==> src/rtl/ps2_keyboard_decoder_if.sv <==
// rtl/ps2_keyboard_decoder_if.sv - scan code, key event and command streams of the keyboard decoder
interface ps2_keyboard_decoder_if;
  logic       scan_code_valid;
  logic       scan_code_ready;
  logic [7:0] scan_code_data;

  logic       key_valid;
  logic       key_ready;
  logic [7:0] key_code;
  logic       key_extended;
  logic       key_release;

  logic       command_valid;
  logic       command_ready;
  logic [7:0] command_data;

  modport master (
    input  scan_code_valid, scan_code_data, key_ready, command_ready,
    output scan_code_ready, key_valid, key_code, key_extended, key_release,
           command_valid, command_data
  );

  modport slave (
    output scan_code_valid, scan_code_data, key_ready, command_ready,
    input  scan_code_ready, key_valid, key_code, key_extended, key_release,
           command_valid, command_data
  );
endinterface

==> src/rtl/ps2_keyboard_decoder.sv <==
// rtl/ps2_keyboard_decoder.sv - set-2 scan code to key event decoder with modifier, lock and LED tracking
module ps2_keyboard_decoder #(
  parameter int TIMEOUT_BITS = 20
) (
  input  logic                   clk,
  input  logic                   reset_low,
  input  logic                   link_error,
  ps2_keyboard_decoder_if.master bus,
  output logic                   mod_shift,
  output logic                   mod_ctrl,
  output logic                   mod_alt,
  output logic                   caps_lock,
  output logic                   num_lock,
  output logic                   scroll_lock,
  output logic                   led_error
);

  typedef enum logic [2:0] {
    L_IDLE,
    L_SEND_ED,
    L_WAIT_ACK1,
    L_SEND_LED,
    L_WAIT_ACK2
  } led_state_t;

  logic       key_valid_q;
  logic [7:0] key_code_q;
  logic       key_ext_q;
  logic       key_rel_q;

  logic       ext_q, brk_q;
  logic [2:0] pause_cnt;
  logic       link_error_q;

  logic       shift_l, shift_r, ctrl_l, ctrl_r, alt_l, alt_r;
  logic       pending;

  led_state_t                led_state, led_next;
  logic [TIMEOUT_BITS-1:0]   ack_cnt;
  logic [7:0]                led_data;

  logic       accept;
  logic [7:0] byte_in;
  logic       is_ignored;
  logic       link_rise;

  logic       ev_fire;
  logic [7:0] ev_code;
  logic       ev_ext, ev_rel;
  logic       ext_d, brk_d;
  logic [2:0] pause_d;
  logic       lock_toggle;

  logic       ack_byte, nak_byte, timeout;
  logic       clr_pending, cnt_clr;

  assign bus.scan_code_ready = ~key_valid_q;
  assign bus.key_valid       = key_valid_q;
  assign bus.key_code        = key_code_q;
  assign bus.key_extended    = key_ext_q;
  assign bus.key_release     = key_rel_q;

  assign accept    = bus.scan_code_valid && ~key_valid_q;
  assign byte_in   = bus.scan_code_data;
  assign link_rise = link_error && !link_error_q;

  assign is_ignored = (byte_in == 8'hFA) || (byte_in == 8'hFE) || (byte_in == 8'hAA) ||
                      (byte_in == 8'hEE) || (byte_in == 8'h00) || (byte_in == 8'hFC) ||
                      (byte_in == 8'hFF);

  always_comb begin
    ev_fire = 1'b0;
    ev_code = byte_in;
    ev_ext  = ext_q;
    ev_rel  = brk_q;
    ext_d   = ext_q;
    brk_d   = brk_q;
    pause_d = pause_cnt;
    if (accept) begin
      if (is_ignored) begin
        ev_fire = 1'b0;
      end else if (pause_cnt != 3'd0) begin
        // Pause is E1 14 77 E1 F0 14 F0 77; only the last byte yields an event
        pause_d = pause_cnt - 3'd1;
        if (pause_cnt == 3'd1) begin
          ev_fire = 1'b1;
          ev_code = 8'h77;
          ev_ext  = 1'b1;
          ev_rel  = 1'b0;
        end
      end else if (byte_in == 8'hE1) begin
        pause_d = 3'd7;
        ext_d   = 1'b0;
        brk_d   = 1'b0;
      end else if (byte_in == 8'hE0) begin
        ext_d = 1'b1;
      end else if (byte_in == 8'hF0) begin
        brk_d = 1'b1;
      end else begin
        ext_d   = 1'b0;
        brk_d   = 1'b0;
        // E0 12 / E0 59 are fake shifts wrapped around some extended keys
        ev_fire = !(ext_q && ((byte_in == 8'h12) || (byte_in == 8'h59)));
      end
    end
    if (link_rise) begin
      ext_d   = 1'b0;
      brk_d   = 1'b0;
      pause_d = 3'd0;
    end
  end

  assign lock_toggle = ev_fire && !ev_rel &&
                       ((ev_code == 8'h58) || (!ev_ext && (ev_code == 8'h77)) ||
                        (ev_code == 8'h7E));

  always_ff @(posedge clk or negedge reset_low) begin
    if (!reset_low) begin
      key_valid_q  <= 1'b0;
      key_code_q   <= 8'h00;
      key_ext_q    <= 1'b0;
      key_rel_q    <= 1'b0;
      ext_q        <= 1'b0;
      brk_q        <= 1'b0;
      pause_cnt    <= 3'd0;
      link_error_q <= 1'b0;
    end else begin
      ext_q        <= ext_d;
      brk_q        <= brk_d;
      pause_cnt    <= pause_d;
      link_error_q <= link_error;
      if (ev_fire) begin
        key_valid_q <= 1'b1;
        key_code_q  <= ev_code;
        key_ext_q   <= ev_ext;
        key_rel_q   <= ev_rel;
      end else if (key_valid_q && bus.key_ready) begin
        key_valid_q <= 1'b0;
      end
    end
  end

  always_ff @(posedge clk or negedge reset_low) begin
    if (!reset_low) begin
      shift_l     <= 1'b0;
      shift_r     <= 1'b0;
      ctrl_l      <= 1'b0;
      ctrl_r      <= 1'b0;
      alt_l       <= 1'b0;
      alt_r       <= 1'b0;
      caps_lock   <= 1'b0;
      num_lock    <= 1'b0;
      scroll_lock <= 1'b0;
      pending     <= 1'b0;
    end else begin
      if (ev_fire) begin
        if (!ev_ext && ev_code == 8'h12) shift_l <= !ev_rel;
        if (!ev_ext && ev_code == 8'h59) shift_r <= !ev_rel;
        if (!ev_ext && ev_code == 8'h14) ctrl_l  <= !ev_rel;
        if ( ev_ext && ev_code == 8'h14) ctrl_r  <= !ev_rel;
        if (!ev_ext && ev_code == 8'h11) alt_l   <= !ev_rel;
        if ( ev_ext && ev_code == 8'h11) alt_r   <= !ev_rel;
      end
      if (ev_fire && !ev_rel) begin
        if (ev_code == 8'h58)             caps_lock   <= !caps_lock;
        if (!ev_ext && ev_code == 8'h77)  num_lock    <= !num_lock;
        if (ev_code == 8'h7E)             scroll_lock <= !scroll_lock;
      end
      // A toggle in the same cycle the FSM takes the flag must not be lost
      pending <= (pending && !clr_pending) || lock_toggle;
    end
  end

  assign mod_shift = shift_l || shift_r;
  assign mod_ctrl  = ctrl_l || ctrl_r;
  assign mod_alt   = alt_l || alt_r;

  assign ack_byte = accept && (byte_in == 8'hFA);
  assign nak_byte = accept && (byte_in == 8'hFE);
  assign timeout  = &ack_cnt;

  always_comb begin
    led_next          = led_state;
    clr_pending       = 1'b0;
    cnt_clr           = 1'b0;
    led_error         = 1'b0;
    bus.command_valid = 1'b0;
    bus.command_data  = 8'h00;
    case (led_state)
      L_IDLE: begin
        if (pending) begin
          clr_pending = 1'b1;
          led_next    = L_SEND_ED;
        end
      end
      L_SEND_ED: begin
        bus.command_valid = 1'b1;
        bus.command_data  = 8'hED;
        if (bus.command_ready) begin
          led_next = L_WAIT_ACK1;
          cnt_clr  = 1'b1;
        end
      end
      L_WAIT_ACK1: begin
        if (ack_byte) begin
          led_next = L_SEND_LED;
        end else if (nak_byte) begin
          led_next = L_SEND_ED;
        end else if (timeout) begin
          led_error = 1'b1;
          led_next  = L_IDLE;
        end
      end
      L_SEND_LED: begin
        bus.command_valid = 1'b1;
        bus.command_data  = led_data;
        if (bus.command_ready) begin
          led_next = L_WAIT_ACK2;
          cnt_clr  = 1'b1;
        end
      end
      L_WAIT_ACK2: begin
        if (ack_byte) begin
          led_next = L_IDLE;
        end else if (nak_byte) begin
          led_next = L_SEND_LED;
        end else if (timeout) begin
          led_error = 1'b1;
          led_next  = L_IDLE;
        end
      end
      default: led_next = L_IDLE;
    endcase
  end

  always_ff @(posedge clk or negedge reset_low) begin
    if (!reset_low) begin
      led_state <= L_IDLE;
      ack_cnt   <= '0;
      led_data  <= 8'h00;
    end else begin
      led_state <= led_next;
      if (cnt_clr) begin
        ack_cnt <= '0;
      end else if ((led_state == L_WAIT_ACK1 || led_state == L_WAIT_ACK2) && !timeout) begin
        ack_cnt <= ack_cnt + TIMEOUT_BITS'(1);
      end
      if (led_next == L_SEND_LED && led_state != L_SEND_LED) begin
        led_data <= {5'b00000, caps_lock, num_lock, scroll_lock};
      end
    end
  end

endmodule
==> src/flat_wrapper.sv <==
// flat-port wrapper written by rule: the top's interface ports become plain ports
module ps2_keyboard_decoder_flat 
#(
  parameter int TIMEOUT_BITS = 20
)
  (clk, reset_low, link_error, mod_shift, mod_ctrl, mod_alt, caps_lock, num_lock, scroll_lock, led_error, bus_scan_code_valid, bus_scan_code_data, bus_key_ready, bus_command_ready, bus_scan_code_ready, bus_key_valid, bus_key_code, bus_key_extended, bus_key_release, bus_command_valid, bus_command_data);
  ps2_keyboard_decoder_if bus_i ();
  input  logic clk;
  input  logic reset_low;
  input  logic link_error;
  output logic mod_shift;
  output logic mod_ctrl;
  output logic mod_alt;
  output logic caps_lock;
  output logic num_lock;
  output logic scroll_lock;
  output logic led_error;
  input wire logic [$bits(bus_i.scan_code_valid)-1:0] bus_scan_code_valid;
  input wire logic [$bits(bus_i.scan_code_data)-1:0] bus_scan_code_data;
  input wire logic [$bits(bus_i.key_ready)-1:0] bus_key_ready;
  input wire logic [$bits(bus_i.command_ready)-1:0] bus_command_ready;
  output wire logic [$bits(bus_i.scan_code_ready)-1:0] bus_scan_code_ready;
  output wire logic [$bits(bus_i.key_valid)-1:0] bus_key_valid;
  output wire logic [$bits(bus_i.key_code)-1:0] bus_key_code;
  output wire logic [$bits(bus_i.key_extended)-1:0] bus_key_extended;
  output wire logic [$bits(bus_i.key_release)-1:0] bus_key_release;
  output wire logic [$bits(bus_i.command_valid)-1:0] bus_command_valid;
  output wire logic [$bits(bus_i.command_data)-1:0] bus_command_data;
  assign bus_i.scan_code_valid = bus_scan_code_valid;
  assign bus_i.scan_code_data = bus_scan_code_data;
  assign bus_i.key_ready = bus_key_ready;
  assign bus_i.command_ready = bus_command_ready;
  assign bus_scan_code_ready = bus_i.scan_code_ready;
  assign bus_key_valid = bus_i.key_valid;
  assign bus_key_code = bus_i.key_code;
  assign bus_key_extended = bus_i.key_extended;
  assign bus_key_release = bus_i.key_release;
  assign bus_command_valid = bus_i.command_valid;
  assign bus_command_data = bus_i.command_data;
  ps2_keyboard_decoder #(.TIMEOUT_BITS(TIMEOUT_BITS)) u_core (.clk(clk), .reset_low(reset_low), .link_error(link_error), .bus(bus_i), .mod_shift(mod_shift), .mod_ctrl(mod_ctrl), .mod_alt(mod_alt), .caps_lock(caps_lock), .num_lock(num_lock), .scroll_lock(scroll_lock), .led_error(led_error));
endmodule
==> config.mk <==
export PLATFORM = sky130hd
export DESIGN_NAME = ps2_keyboard_decoder_flat
export DESIGN_NICKNAME = d
export VERILOG_FILES = /design/src/rtl/ps2_keyboard_decoder_if.sv /design/src/rtl/ps2_keyboard_decoder.sv /design/src/flat_wrapper.sv
export SDC_FILE = /design/constraint.sdc
export NUM_CORES = 1
export LEC_CHECK = 0
export ABC_AREA = 1
export CAP_MARGIN = 30
export CORE_MARGIN = 4
export CORE_UTILIZATION = 45
export DETAILED_ROUTE_END_ITERATION = 16
export PLACE_DENSITY = 0.76
export SYNTH_ARGS = -nofsm -noshare
export SYNTH_HDL_FRONTEND = slang
export SYNTH_SLANG_ARGS = --single-unit
==> constraint.sdc <==
create_clock -name clk -period 2.1 [get_ports clk]
set_clock_uncertainty 0.2 [all_clocks]
set_input_delay 0.63 -clock clk [delete_from_list [all_inputs] [get_ports clk]]
set_output_delay 0.63 -clock clk [all_outputs]
set_load 0.01 [all_outputs]
==> results_dict.tcl <==
set metrics [dict create \
    routed_via_density 5.86 \
    setup_viol 46 \
    gp_congestion 0.978 \
    io_pins 42 \
    maxSlewViolCount 0 \
    postLayoutCoreUtil 0.804 \
    p_leak_nw 2.89 \
    yosys_register_bits 53 \
    overflow 0 \
    hp-class "input port to async pin" \
    drive_gt1_frac 0.491 \
    grt_pass1_vias 3780 \
    numCtsBuffers 5 \
    post-place-ws_ns -0.997 \
    violations "negative setup slack" \
    status "finished with violations" \
    synth-edff-count 0 \
    ys_top_cells_by_area "dfrtp_1, nand2_1, inv_1" \
    dr.pass1.iters 5 \
    start_util 0.468 \
    rsz0062_at_grt "true" \
    crit_type "register to primary output" \
    regToRegEndpoint "u_core.ctrl_l$_DFFE_PN0P_" \
    portBuffers 40 \
    synthesis.nets 483 \
    n_antenna_cell 0 \
    synth_most_common_cell "nand2_1" \
    timing.rr.start "u_core.pause_cnt[0]$_DFFE_PN0P_" \
    routed_wl_um 14700 \
    cts_buffer_depth 2 \
    clk_latency_ns 0.31 \
    hold_ws_ns 0.0968 \
    synth_top_area_frac 0.389 \
    reg2reg_depth 13 \
    period_needed_ns 2.53 \
    vias 4400 \
    h-tree-depth 2 \
    grt_max_degree 54 \
    stdcell_count 751 \
    syn-cell-area_mm2 0.00341 \
    rows 31 \
    tns_ns -3.87 \
    fill_cells 401 \
    cts_tree "yes" \
    die_y_um 95.1 \
    reg2reg_slack_ns -0.17 \
    grt_usage 0.235 \
    worstSetupStartpoint "u_core.ack_cnt[0]$_DFFE_PN0P_" \
    dieArea_mm2 0.00904 \
    fin_nets 669 \
    worst_ep_required_time_ns 1.27 \
    grt_pass1_wl_um 16900 \
    place_area_mm2 0.00467 \
    maxCapViolCount 0 \
    p_per_area_mw_per_mm2 731 \
    first_iter_violations 319 \
    final_area_mm2 0.00586 \
    hold_violations 0 \
    antenna_found_initial 0 \
    layout_worst_path_cycle_share 1.21 \
    place_hpwl_um 7220 \
    dp.cells 696 \
    synthArstFlopShare 1.00 \
    worst_ep_arrival_time_ns 1.70 \
    cts-root-buf "clkbuf_8" \
    drcViolationCount 0 \
    wl_per_cell_um 19.6 \
    postSynthCellCount 465 \
    crit_path_start_kind "register" \
    ant_nets 0 \
    core_mm2 0.00729 \
    synth_top_area_cell "dfrtp_1" \
    syn2layout_area_growth_pct 71.9 \
    yosysSeqAreaShare 0.389 \
    fp.dieW_um 95.1 \
    finalWorstSetupSlack_ns -0.431 \
    synth_flop_cell "dfrtp_1" \
    crit_fanout 2 \
    fmax_ghz 0.395 \
    cts.sinks 53 \
    ys_warn_count 0 \
    synth_common_cells "nand2_1, inv_1, nor2_1, dfrtp_1, nand3_1" \
    avgSynthCellArea_um2 7.33 \
    endpoint_kind "primary output" \
    path_clk_slew_ns 0.11 \
    ir_worst_vdd_mv 0.485 \
    synthDistinctLibCells 43 \
    power_mw 4.28 \
]
## area by class of cell
cell class / instances / area, um^2 / area share
Multi-Input combinational cell: 329 / 2370 / 0.404
Clock inverter: 2 / 10.0 / 0.00171
Clock buffer: 6 / 72.6 / 0.0124
Timing Repair Buffer: 187 / 1660 / 0.283
Sequential cell: 53 / 1330 / 0.226
Inverter: 75 / 302 / 0.0514
Tap cell: 99 / 124 / 0.0211
## kinds of logic (layout without fill, tap and decap cells)
group,count (synthesis),after routing,share of synthesized area
and+or+nand+nor,255,257,0.369
other,1,1,0.00110
buffers and inverters,85,270,0.108
DFF,53,53,0.389
xor gates and xnor gates,3,3,0.00771
adders and majority gates,4,4,0.0147
AOI/OAI and AO/OA,64,64,0.111
## worst max-delay path: stages, from the launching register on
cell,delay [ns]
dfrtp_1,0.38
ha_2,0.22
nand3_4,0.10
nor4_4,0.20
nand3_2,0.16
nor3_2,0.17
buf_2,0.16
## registers in the layout (all words and copies together), names as in the netlist, 3 cells and up
register and count:
u_core.led_state 3, u_core.bus.key_code 8, u_core.ack_cnt 20, u_core.pause_cnt 3
u_core.led_data 3
## cells in the final DEF (no fill, tap or decap), drive strengths merged
cell type and n:
clkbuf 7, nand2 104, a2bb2oi 1, o21a 4
a31oi 8, xor2 3, nor4 3, o211ai 1
a21boi 1, o21bai 1, nor3 14, o41ai 1
conb 1, nand3b 2, nor3b 2, dlymetal6s2s 6
o211a 1, dfrtp 53, dlygate4sd2 4, clkinv 2
nand3 42, o31ai 1, clkdlybuf4s50 9, buf 166
inv 75, nor2 75, o21ai 25, clkdlybuf4s15 1
or2 2, nand4 13, o22ai 4, a21oi 16
ha 4
## repair_timing
item                       4_1_cts  5_1_grt
gates resized for setup        169      148
pin swaps                       38       73
cloned                           1        1
hold buffers                     0        0
setup endpoints to repair       63       58
setup buffers                   23       26
## per-layer routing
metal	vias to the layer above	part of all wire	global-route usage	wire length, um
li1	1875	-	-	-
met1	2038	0.35	0.278	5190
met4	0	0.084	0.0709	1230
met5	-	0	0	0
met2	341	0.48	0.432	7070
met3	146	0.082	0.0387	1210
## report_power, final
part | internal [mW] | leakage (nW) | switching (mW)
Combinational | 1.01 | 2.18 | 1.25
Sequential | 1.23 | 0.665 | 0.196
Clock | 0.233 | 0.0450 | 0.366
Total | 2.47 | 2.89 | 1.81
## worst max-delay path by stage
stage	cells after the start	endpoint	slack [ns]
3_3_place_gp	8	led_error	-0.99
5_1_grt	6	led_error	-0.48
2_1_floorplan	12	u_core.shift_l$_DFFE_PN0P_	-0.02
6_report	6	led_error	-0.43
4_1_cts	6	led_error	-0.37
3_5_place_dp	8	led_error	-1.0
(Power assumes the default switching activity.)
